===== config.mk =====
export PLATFORM = sky130hd
export DESIGN_NAME = bank_burst_ctrl
export DESIGN_NICKNAME = d
export VERILOG_FILES = /design/src/rtl/bank_burst_ctrl.sv
export SDC_FILE = /design/constraint.sdc
export NUM_CORES = 1
export LEC_CHECK = 0
export CORE_ASPECT_RATIO = 1.75
export CORE_MARGIN = 2
export CORE_UTILIZATION = 42
export CTS_BUF_LIST = sky130_fd_sc_hd__clkbuf_16
export CTS_CLUSTER_DIAMETER = 30
export DETAILED_ROUTE_END_ITERATION = 10
export PLACE_DENSITY = 0.87
export SYNTH_ARGS = -nofsm -noshare
export SYNTH_HDL_FRONTEND = slang
export SYNTH_SLANG_ARGS = --single-unit

===== constraint.sdc =====
create_clock -name clk -period 3.6 [get_ports clk]
set_clock_uncertainty 0.15 [all_clocks]
set_input_delay 0.72 -clock clk [delete_from_list [all_inputs] [get_ports clk]]
set_output_delay 0.72 -clock clk [all_outputs]
set_load 0.1 [all_outputs]

===== src/rtl/bank_burst_ctrl.sv =====
// Per-bank command sequencer: tracks the open row and expands RD/WR commands
// into BL single-beat array accesses using wrap-around (sequential) column order.
module bank_burst_ctrl #(
    parameter int DEVICE_WIDTH = 4,
    parameter int ROWS         = 131072,
    parameter int COLS         = 1024,
    parameter int BL           = 8
) (
    input  logic                     clk,
    input  logic                     rst,
    input  logic                     cmd_valid,
    output logic                     cmd_ready,
    input  logic [2:0]               cmd_op,
    input  logic [$clog2(ROWS)-1:0]  cmd_row,
    input  logic [$clog2(COLS)-1:0]  cmd_col,
    input  logic [DEVICE_WIDTH-1:0]  wr_data,
    output logic                     wr_data_ready,
    output logic [DEVICE_WIDTH-1:0]  rd_data,
    output logic                     rd_valid,
    output logic                     row_open,
    output logic [$clog2(ROWS)-1:0]  open_row,
    output logic                     err,
    output logic                     bank_rd_o_wr,
    output logic [DEVICE_WIDTH-1:0]  bank_dqin,
    input  logic [DEVICE_WIDTH-1:0]  bank_dqout,
    output logic [$clog2(ROWS)-1:0]  bank_row,
    output logic [$clog2(COLS)-1:0]  bank_column
);

    localparam int RW = $clog2(ROWS);
    localparam int CW = $clog2(COLS);
    localparam int BW = $clog2(BL);
    localparam logic [CW-1:0] LOW_MASK  = CW'(BL - 1);
    localparam logic [BW-1:0] LAST_BEAT = BW'(BL - 1);

    localparam logic [2:0] OP_ACT = 3'd0;
    localparam logic [2:0] OP_PR  = 3'd1;
    localparam logic [2:0] OP_RD  = 3'd2;
    localparam logic [2:0] OP_RDA = 3'd3;
    localparam logic [2:0] OP_WR  = 3'd4;
    localparam logic [2:0] OP_WRA = 3'd5;

    typedef enum logic [1:0] {IDLE, ACTIVE, RD_BURST, WR_BURST} state_t;

    state_t          stateQ, stateD;
    logic            rowOpenQ, rowOpenD;
    logic [RW-1:0]   openRowQ, openRowD;
    logic [CW-1:0]   colQ, colD;
    logic [BW-1:0]   beatQ, beatD;
    logic            autoPreQ, autoPreD;
    logic            errQ, errD;
    logic            rdValidQ;
    logic            inBurst, lastBeat, accept, effOpen;

    // The last beat cycle also accepts a command so back-to-back bursts run gap-free.
    assign inBurst   = (stateQ == RD_BURST) || (stateQ == WR_BURST);
    assign lastBeat  = inBurst && (beatQ == LAST_BEAT);
    assign cmd_ready = (stateQ == IDLE) || (stateQ == ACTIVE) || lastBeat;
    assign accept    = cmd_valid && cmd_ready;
    assign effOpen   = rowOpenQ && !(lastBeat && autoPreQ);

    always_ff @(posedge clk or posedge rst) begin
        if (rst) begin
            stateQ   <= IDLE;
            rowOpenQ <= 1'b0;
            openRowQ <= '0;
            colQ     <= '0;
            beatQ    <= '0;
            autoPreQ <= 1'b0;
            errQ     <= 1'b0;
            rdValidQ <= 1'b0;
        end else begin
            stateQ   <= stateD;
            rowOpenQ <= rowOpenD;
            openRowQ <= openRowD;
            colQ     <= colD;
            beatQ    <= beatD;
            autoPreQ <= autoPreD;
            errQ     <= errD;
            rdValidQ <= (stateQ == RD_BURST);
        end
    end

    always_comb begin
        stateD   = stateQ;
        rowOpenD = rowOpenQ;
        openRowD = openRowQ;
        colD     = colQ;
        beatD    = beatQ;
        autoPreD = autoPreQ;
        errD     = 1'b0;

        if (inBurst) begin
            colD  = (colQ & ~LOW_MASK) | ((colQ + CW'(1)) & LOW_MASK);
            beatD = beatQ + BW'(1);
            if (lastBeat) begin
                beatD    = '0;
                stateD   = autoPreQ ? IDLE : ACTIVE;
                rowOpenD = effOpen;
            end
        end

        // Decode against the state the bank is in once any finishing burst has retired.
        if (accept) begin
            if (!effOpen) begin
                if (cmd_op == OP_ACT) begin
                    openRowD = cmd_row;
                    rowOpenD = 1'b1;
                    stateD   = ACTIVE;
                end else begin
                    errD = 1'b1;
                end
            end else begin
                case (cmd_op)
                    OP_RD, OP_RDA: begin
                        stateD   = RD_BURST;
                        colD     = cmd_col;
                        beatD    = '0;
                        autoPreD = (cmd_op == OP_RDA);
                    end
                    OP_WR, OP_WRA: begin
                        stateD   = WR_BURST;
                        colD     = cmd_col;
                        beatD    = '0;
                        autoPreD = (cmd_op == OP_WRA);
                    end
                    OP_PR: begin
                        rowOpenD = 1'b0;
                        stateD   = IDLE;
                    end
                    default: errD = 1'b1;
                endcase
            end
        end
    end

    assign bank_rd_o_wr  = (stateQ == WR_BURST);
    assign wr_data_ready = bank_rd_o_wr;
    assign bank_dqin     = bank_rd_o_wr ? wr_data : '0;
    assign bank_row      = openRowQ;
    assign bank_column   = colQ;
    assign rd_valid      = rdValidQ;
    assign rd_data       = bank_dqout;
    assign row_open      = rowOpenQ;
    assign open_row      = openRowQ;
    assign err           = errQ;

endmodule

==> results.md <==
- The signal on the critical path passes through clkdlybuf4s50_1.
- The most common library cell in the layout ignoring fill and taps is sky130_fd_sc_hd__clkdlybuf4s50_1.
- Post-CTS repair changed the size of 0 cells.
- The growth of design area from synthesis to finish is 46.5%.
- After synthesis, the largest family of logic cells by area is multiplexers.
- The path with the worst hold slack has its endpoint at bank_column[6].
- Post-CTS timing repair inserted 0 buffers for setup.
- Counting instances, the worst hold path has a depth of 1.
- The worst setup path is launched from a flop.
- For this configuration, the core starts out at a cell density of 43.9%.
- Buffers inserted to repair hold after CTS numbered 0.
- The root buffer cell chosen for the clock tree is sky130_fd_sc_hd__clkbuf_16.
- At the end of the flow the core is filled with cells to 64.4%.
- The leftover overflow at the end of global routing is 0.
- The initialized floorplan defines 31 standard-cell rows.
- The count of nets left with antenna violations once routing finished came out at 0.
- After the first detailed-routing iteration, the DRC count stood at 15.
- In this run, synthesis produced a sequential element count of 36.
- The synthesized area is 1820 um2.
- The synthesized netlist net count is between 150 and 200.
- Broken down by cell family, the worst path's largest delay share belongs to buffers and inverters.
- The clock reaches the later pin of the worst-skew pair after 0.27 ns.
- In this run the worst path has a maximum fanout of 3.
- For this design the top-level I/O count stands at just under 100.
- 0 antenna diodes ended up in the layout.
- The classification of the worst setup path is flop to primary output.
- For this run, the register share of the synthesized area comes to 49.4%.
- The area of the core is 4150 um2.
- The TritonCTS clock tree is yes.
- The start point of the worst hold path is bank_column[6].
- In the layout the commonest cells are sky130_fd_sc_hd__clkdlybuf4s50_1, sky130_fd_sc_hd__dfrtp_1, sky130_fd_sc_hd__buf_4, sky130_fd_sc_hd__mux2_2, sky130_fd_sc_hd__mux2_4.
- Summing the areas of all and, or, nand and nor instances in the mapped netlist gives 8.37% of the synthesized area.
- The die is 91.2 um tall.
- After detailed routing, the total wire length is between 3000 and 4000 um.
- The average wire per standard cell is 13.9 um.
- The die covers 4900 um2.
- The minimum period implied by the final worst setup slack is 2.66 ns.
- The number of hold violations in the final report is 0.
- In the global route stage, overall resource usage came out at approximately 17%.
- The via count of the first global-routing pass was 1375.
- Multiplexer cells account for 18.9% of the synthesized area.
- The startpoint of the worst-slack reg-to-reg timing path is stateQ[1].
- The synthesized netlist devotes 3.43% of its cell area to adder and majority cells.
- The wire length of the first global-routing pass is roughly 6100 um.
- The maximum number of pins on one net before global-route repair is 37.
- The register-to-register setup slack is 1.35 ns.
- During synthesis, Yosys emitted a total of 0 warnings.
- For this block, the via count after detailed routing is about 1.3k.
- The synthesized netlist devotes 5.70% of its cell area to compound gates.
- The number of H-tree levels is 2.
- The share of post-route cells with drive strength above 1 is 28.0%.
- The buffering stage count on the worst path with inverters included is 1.
- The average instance area after synthesis is 12.6 um2.
- The width of the chip is approximately 54 um.
- The slowest library cell on the worst path is sky130_fd_sc_hd__clkdlybuf4s50_1.
- The number of iterations in the first detailed-routing pass is 4.
- The via count normalized by instance count is a little under 5.
- The worst-case headroom to the max-slew limit is 34.2%.
- Across the run, the number of max-cap violations was 0.
- The final-layout setup total negative slack is 0 ns.
- Setup violations remaining at the end of the flow were counted as 0.
- Counting along the longest clock path gives a buffer depth of 2.
- The remaining design rule violation count is 0.
- The flow ran to the end, and the final reports show no timing, DRC or antenna violations.
- Counting the buffers created by CTS gives 5.
- Setup repair after global routing left no endpoint under its margin.
- The final worst-path cycle share is 74.0%.
- In this run the critical register-to-register path is captured at bank_row[16].
- The routability congestion estimate from global placement is between 0.8 and 0.9.
- The net count of the finished layout is 264.
- At the pin with the least slew margin, the transition time is 0.984 ns.
- The class of the tightest hold or removal check is flop to flop.
- Clock-pin slew was measured on the worst setup and hold paths at 0.05 ns.
- The number of cells on the worst reg-to-reg path is 5.
- The HPWL after detailed placement is 2840 um.
- The max-slew violation total from the final report is 0.
- The total of buffers placed on input and output ports is 90.
- The nature of the critical path endpoint is a primary output.
- Based on the critical path, the design can be clocked at up to 375 MHz.
- Summing the areas of all xor and xnor instances in the mapped netlist gives 1.44% of the synthesized area.
- The number of antenna violations at the first check in global routing is 0.
- The CTS sink count is 36.
- The number of unique standard cell types used by synthesis is 32.
- For the worst setup path, the data required time is 2.73 ns.
- The largest stage delay on the critical path is 1.15 ns.
- Data arrives at the worst endpoint at approximately 1.8 ns.
- The gate count of the mapped netlist is around 150.
-- logic make-up after synthesis --
logic type / count (synthesis)
AO/OA/AOI/OAI: 14
XOR/XNOR: 3
adder cells (fa/ha/maj): 5
buffers and inverters: 31
flip-flops: 36
multiplexers: 28
AND/OR/NAND/NOR: 28
-- per-layer routing --
metal | global-route usage, % | vias up | share of wire [%]
met4 | 7.05 | 0 | 2.0
met1 | 17.9 | 624 | 36
li1 | - | 622 | -
met2 | 30.0 | 55 | 56
met3 | 4.93 | 5 | 6.3
met5 | 0 | - | 0
-- worst register-to-register path, stage by stage, from the launching register on --
cell and delay, ns:
sky130_fd_sc_hd__dfrtp_1 0.73, sky130_fd_sc_hd__nand3_1 0.20, sky130_fd_sc_hd__nand2_1 0.19, sky130_fd_sc_hd__nor3b_4 0.19
sky130_fd_sc_hd__buf_4 0.31, sky130_fd_sc_hd__mux2_2 0.38
-- through the flow --
stage / worst slack, ns / hold slack, ns / cells / area [um2]
finish: 0.936 / 0.353 / 267 / 2670
global route: 0.880 / 0.372 / 267 / 2670
CTS: 0.920 / 0.357 / 267 / 2670
detailed placement: 0.739 / 0.345 / 260 / 2540
global placement: 0.811 / 0.342 / 260 / 2540
floorplan: 0.768 / 0.320 / 145 / 1820
-- cells in the mapped netlist --
cell / n / area share [%]
sky130_fd_sc_hd__a21oi_1: 2 / 0.55
sky130_fd_sc_hd__a211oi_4: 1 / 1.1
sky130_fd_sc_hd__nor2_1: 4 / 0.82
sky130_fd_sc_hd__a21o_1: 2 / 0.82
sky130_fd_sc_hd__nor2b_1: 1 / 0.34
sky130_fd_sc_hd__o211ai_1: 1 / 0.41
sky130_fd_sc_hd__buf_2: 1 / 0.27
sky130_fd_sc_hd__nor3_1: 2 / 0.55
sky130_fd_sc_hd__o31ai_1: 1 / 0.41
sky130_fd_sc_hd__a211oi_1: 2 / 0.82
sky130_fd_sc_hd__nand2b_2: 1 / 0.48
sky130_fd_sc_hd__xor2_1: 2 / 0.96
sky130_fd_sc_hd__and2_1: 1 / 0.34
sky130_fd_sc_hd__clkbuf_1: 1 / 0.21
sky130_fd_sc_hd__dfrtp_1: 36 / 49
sky130_fd_sc_hd__nand2b_1: 2 / 0.69
sky130_fd_sc_hd__ha_1: 5 / 3.4
sky130_fd_sc_hd__nand2_1: 7 / 1.4
sky130_fd_sc_hd__buf_12: 1 / 1.1
sky130_fd_sc_hd__mux2_4: 9 / 7.4
sky130_fd_sc_hd__buf_6: 2 / 1.2
sky130_fd_sc_hd__inv_1: 4 / 0.82
sky130_fd_sc_hd__o311ai_0: 1 / 0.48
sky130_fd_sc_hd__nor3b_2: 1 / 0.69
sky130_fd_sc_hd__xnor2_1: 1 / 0.48
sky130_fd_sc_hd__and3_1: 4 / 1.4
sky130_fd_sc_hd__mux2_2: 16 / 9.9
sky130_fd_sc_hd__mux2i_1: 3 / 1.6
sky130_fd_sc_hd__nand3_1: 3 / 0.82
sky130_fd_sc_hd__buf_4: 22 / 9.1
sky130_fd_sc_hd__o21ai_0: 4 / 1.1
sky130_fd_sc_hd__nand3b_1: 2 / 0.82
-- how the worst max path moves through the flow --
stage / endpoint / slack (ns) / startpoint / cells past startpoint
2_1_floorplan: wr_data_ready / 0.77 / stateQ[1] / 4
3_3_place_gp: bank_column[5] / 0.81 / cmd_op[1] / 5
3_5_place_dp: bank_column[5] / 0.74 / cmd_op[1] / 5
4_1_cts: bank_column[2] / 0.92 / bank_column[2] / 1
5_1_grt: open_row[15] / 0.88 / bank_row[15] / 1
6_report: bank_row[15] / 0.94 / bank_row[15] / 1
-- area by class of cell --
type	instances	area (um2)
clock buffers	5	125
clock inverters	2	8.76
fillers	345	1480
inverters	4	15.0
multi-input cells	78	697
flip-flops and latches	36	901
well taps	49	61.3
repair buffers	93	863
-- state kept, by name, summed over array words and instances, names as in the netlist --
| name | flops |
|---|---|
| row_open | 1 |
| stateQ | 2 |
| autoPreQ | 1 |
| rd_valid | 1 |
| beatQ | 3 |
| bank_column | 10 |
| err | 1 |
| bank_row | 17 |
Power is not shown: default switching activity piles up to over one toggle a cycle in this logic, so the estimate is an artifact.
==> edit: new RTL, same flow settings <==
`ROWS`: 131072 -> 524288.
--- a/src/rtl/bank_burst_ctrl.sv
+++ b/src/rtl/bank_burst_ctrl.sv
@@ -4,3 +4,3 @@
     parameter int DEVICE_WIDTH = 4,
-    parameter int ROWS         = 131072,
+    parameter int ROWS         = 524288,
     parameter int COLS         = 1024,
Ports: changed (resized bank_row, cmd_row and open_row); port bits go from 99 to 105. The function was not compared with the original's and may differ.
==> edit against the original RTL <==
Worst setup slack lost 0.0096 ns; design area grew 5.6%; worst hold slack gained 0.0065 ns; sequential cell count grew 2; synthesized cell count grew 4.1%; routed wire length grew 12%; area after synthesis grew 2.0%; final cell count grew 4.5%; via count grew 4.2%.
Power is left out: the tool's default activity adds up to more than one toggle a clock period on the data nets, which glitch-free logic cannot reach.
==> edit: results (changes against the original RTL) <==
{| class="wikitable"
! Metric !! Value
|-
| Post-layout net count || 276 (was 264)
|-
| Iter 0 DRT Violations || 10 (was 15)
|-
| Flip-flop count of the largest register after layout || 19 (was 17)
|-
| Synth area leaders || sky130_fd_sc_hd__dfrtp_1 (51%), sky130_fd_sc_hd__mux2_1 (12%), sky130_fd_sc_hd__buf_4 (11%), sky130_fd_sc_hd__mux2_2 (4.8%), sky130_fd_sc_hd__ha_1 (3.4%) (was sky130_fd_sc_hd__dfrtp_1 (49%), sky130_fd_sc_hd__mux2_2 (9.9%), sky130_fd_sc_hd__buf_4 (9.1%), sky130_fd_sc_hd__mux2_4 (7.4%), sky130_fd_sc_hd__ha_1 (3.4%))
|-
| Largest stage delay on the critical path || 1.17 ns (was 1.15 ns)
|-
| Share of final-layout standard cells stronger than drive strength 1 || 14.0% (was 28.0%)
|-
| Sequential fraction of the synthesis area || 51.1% (was 49.4%)
|-
| Synth cell types || 29 (was 32)
|-
| Via-to-Cell Ratio || 4.88 (was 4.89)
|-
| Placed cell count || 272 (was 260)
|-
| DP Worst Slack || 0.728 ns (was 0.739 ns)
|-
| Most frequent cells after synthesis || sky130_fd_sc_hd__dfrtp_1 (38), sky130_fd_sc_hd__buf_4 (28), sky130_fd_sc_hd__mux2_1 (19), sky130_fd_sc_hd__mux2_2 (8), sky130_fd_sc_hd__nand2_1 (7) (was sky130_fd_sc_hd__dfrtp_1 (36), sky130_fd_sc_hd__buf_4 (22), sky130_fd_sc_hd__mux2_2 (16), sky130_fd_sc_hd__mux2_4 (9), sky130_fd_sc_hd__nand2_1 (7))
|-
| Fill cells || 355 (was 345)
|-
| Reg-to-reg endpoint || bank_row[9]$_DFFE_PP0P_ (was bank_row[16]$_DFFE_PP0P_)
|-
| Crit path capture || bank_row[6] (was bank_row[15])
|-
| Final WL || 4140 um (was 3700 um)
|-
| Outcome || complete, no violations (unchanged)
|-
| Global-route total usage across every layer || 18.5% (was 17.1%)
|-
| Largest net degree at the start of global routing || 21 (was 37)
|-
| Weighted congestion at the end of routability-driven global placement || 0.720 (was 0.837)
|-
| Gate count after technology mapping || 151 (was 145)
|-
| Via count of the first global-routing pass || 1431 (was 1375)
|-
| Detail Placement HPWL || 3260 um (was 2840 um)
|-
| I/O Buffers || 96 (was 90)
|-
| Reg-to-reg slack, setup || 1.36 ns
|-
| First-pass GRT wire length || 6640 um (was 6140 um)
|-
| Post-synthesis net count || 199 (was 191)
|}
edit: changes by cell type after synthesis, sizes merged:
cell   change
buf        +2
dfrtp      +2
mux2       +2
edit: kinds of logic (layout without fill, tap and decap cells):
logic type	after synthesis	in the layout	synth area share, %
buf+inv	33	110	12.3
flops	38	38	51.1
simple gates	28	28	8.21
fa+ha+maj	5	5	3.36
xor+xnor	3	3	1.41
compound gates	14	14	5.59
mux	30	30	18.0
edit: cell type report:
cell class | count | area share, %
flip-flops and latches | 38 | 33.7
well taps | 51 | 2.26
multi-input cells | 80 | 24.1
inverters | 4 | 0.532
clock buffers | 5 | 4.43
repair buffers | 99 | 33.8
clock inverters | 2 | 1.20
edit: worst min path at each step:
stage	start	endpoint	slack (ns)	cells after the start
2_1_floorplan	stateQ[0]$_DFF_PP0_	rd_valid$_DFF_PP0_	0.32	1
3_3_place_gp	bank_row[11]$_DFFE_PP0P_	bank_row[11]$_DFFE_PP0P_	0.34	1
3_5_place_dp	bank_column[6]$_DFFE_PP0P_	bank_column[6]$_DFFE_PP0P_	0.35	1
4_1_cts	bank_column[6]$_DFFE_PP0P_	bank_column[6]$_DFFE_PP0P_	0.36	1
5_1_grt	bank_column[7]$_DFFE_PP0P_	bank_column[7]$_DFFE_PP0P_	0.38	1
6_report	bank_row[17]$_DFFE_PP0P_	bank_row[17]$_DFFE_PP0P_	0.36	1
edit: metal layers:
layer  GRT usage [%]  wire length, um  vias up
met2            33.1             2400       53
met3            3.26              216       10
met5               0                0        -
met1            19.1             1400      652
met4            9.38              115        0
li1                -                -      646
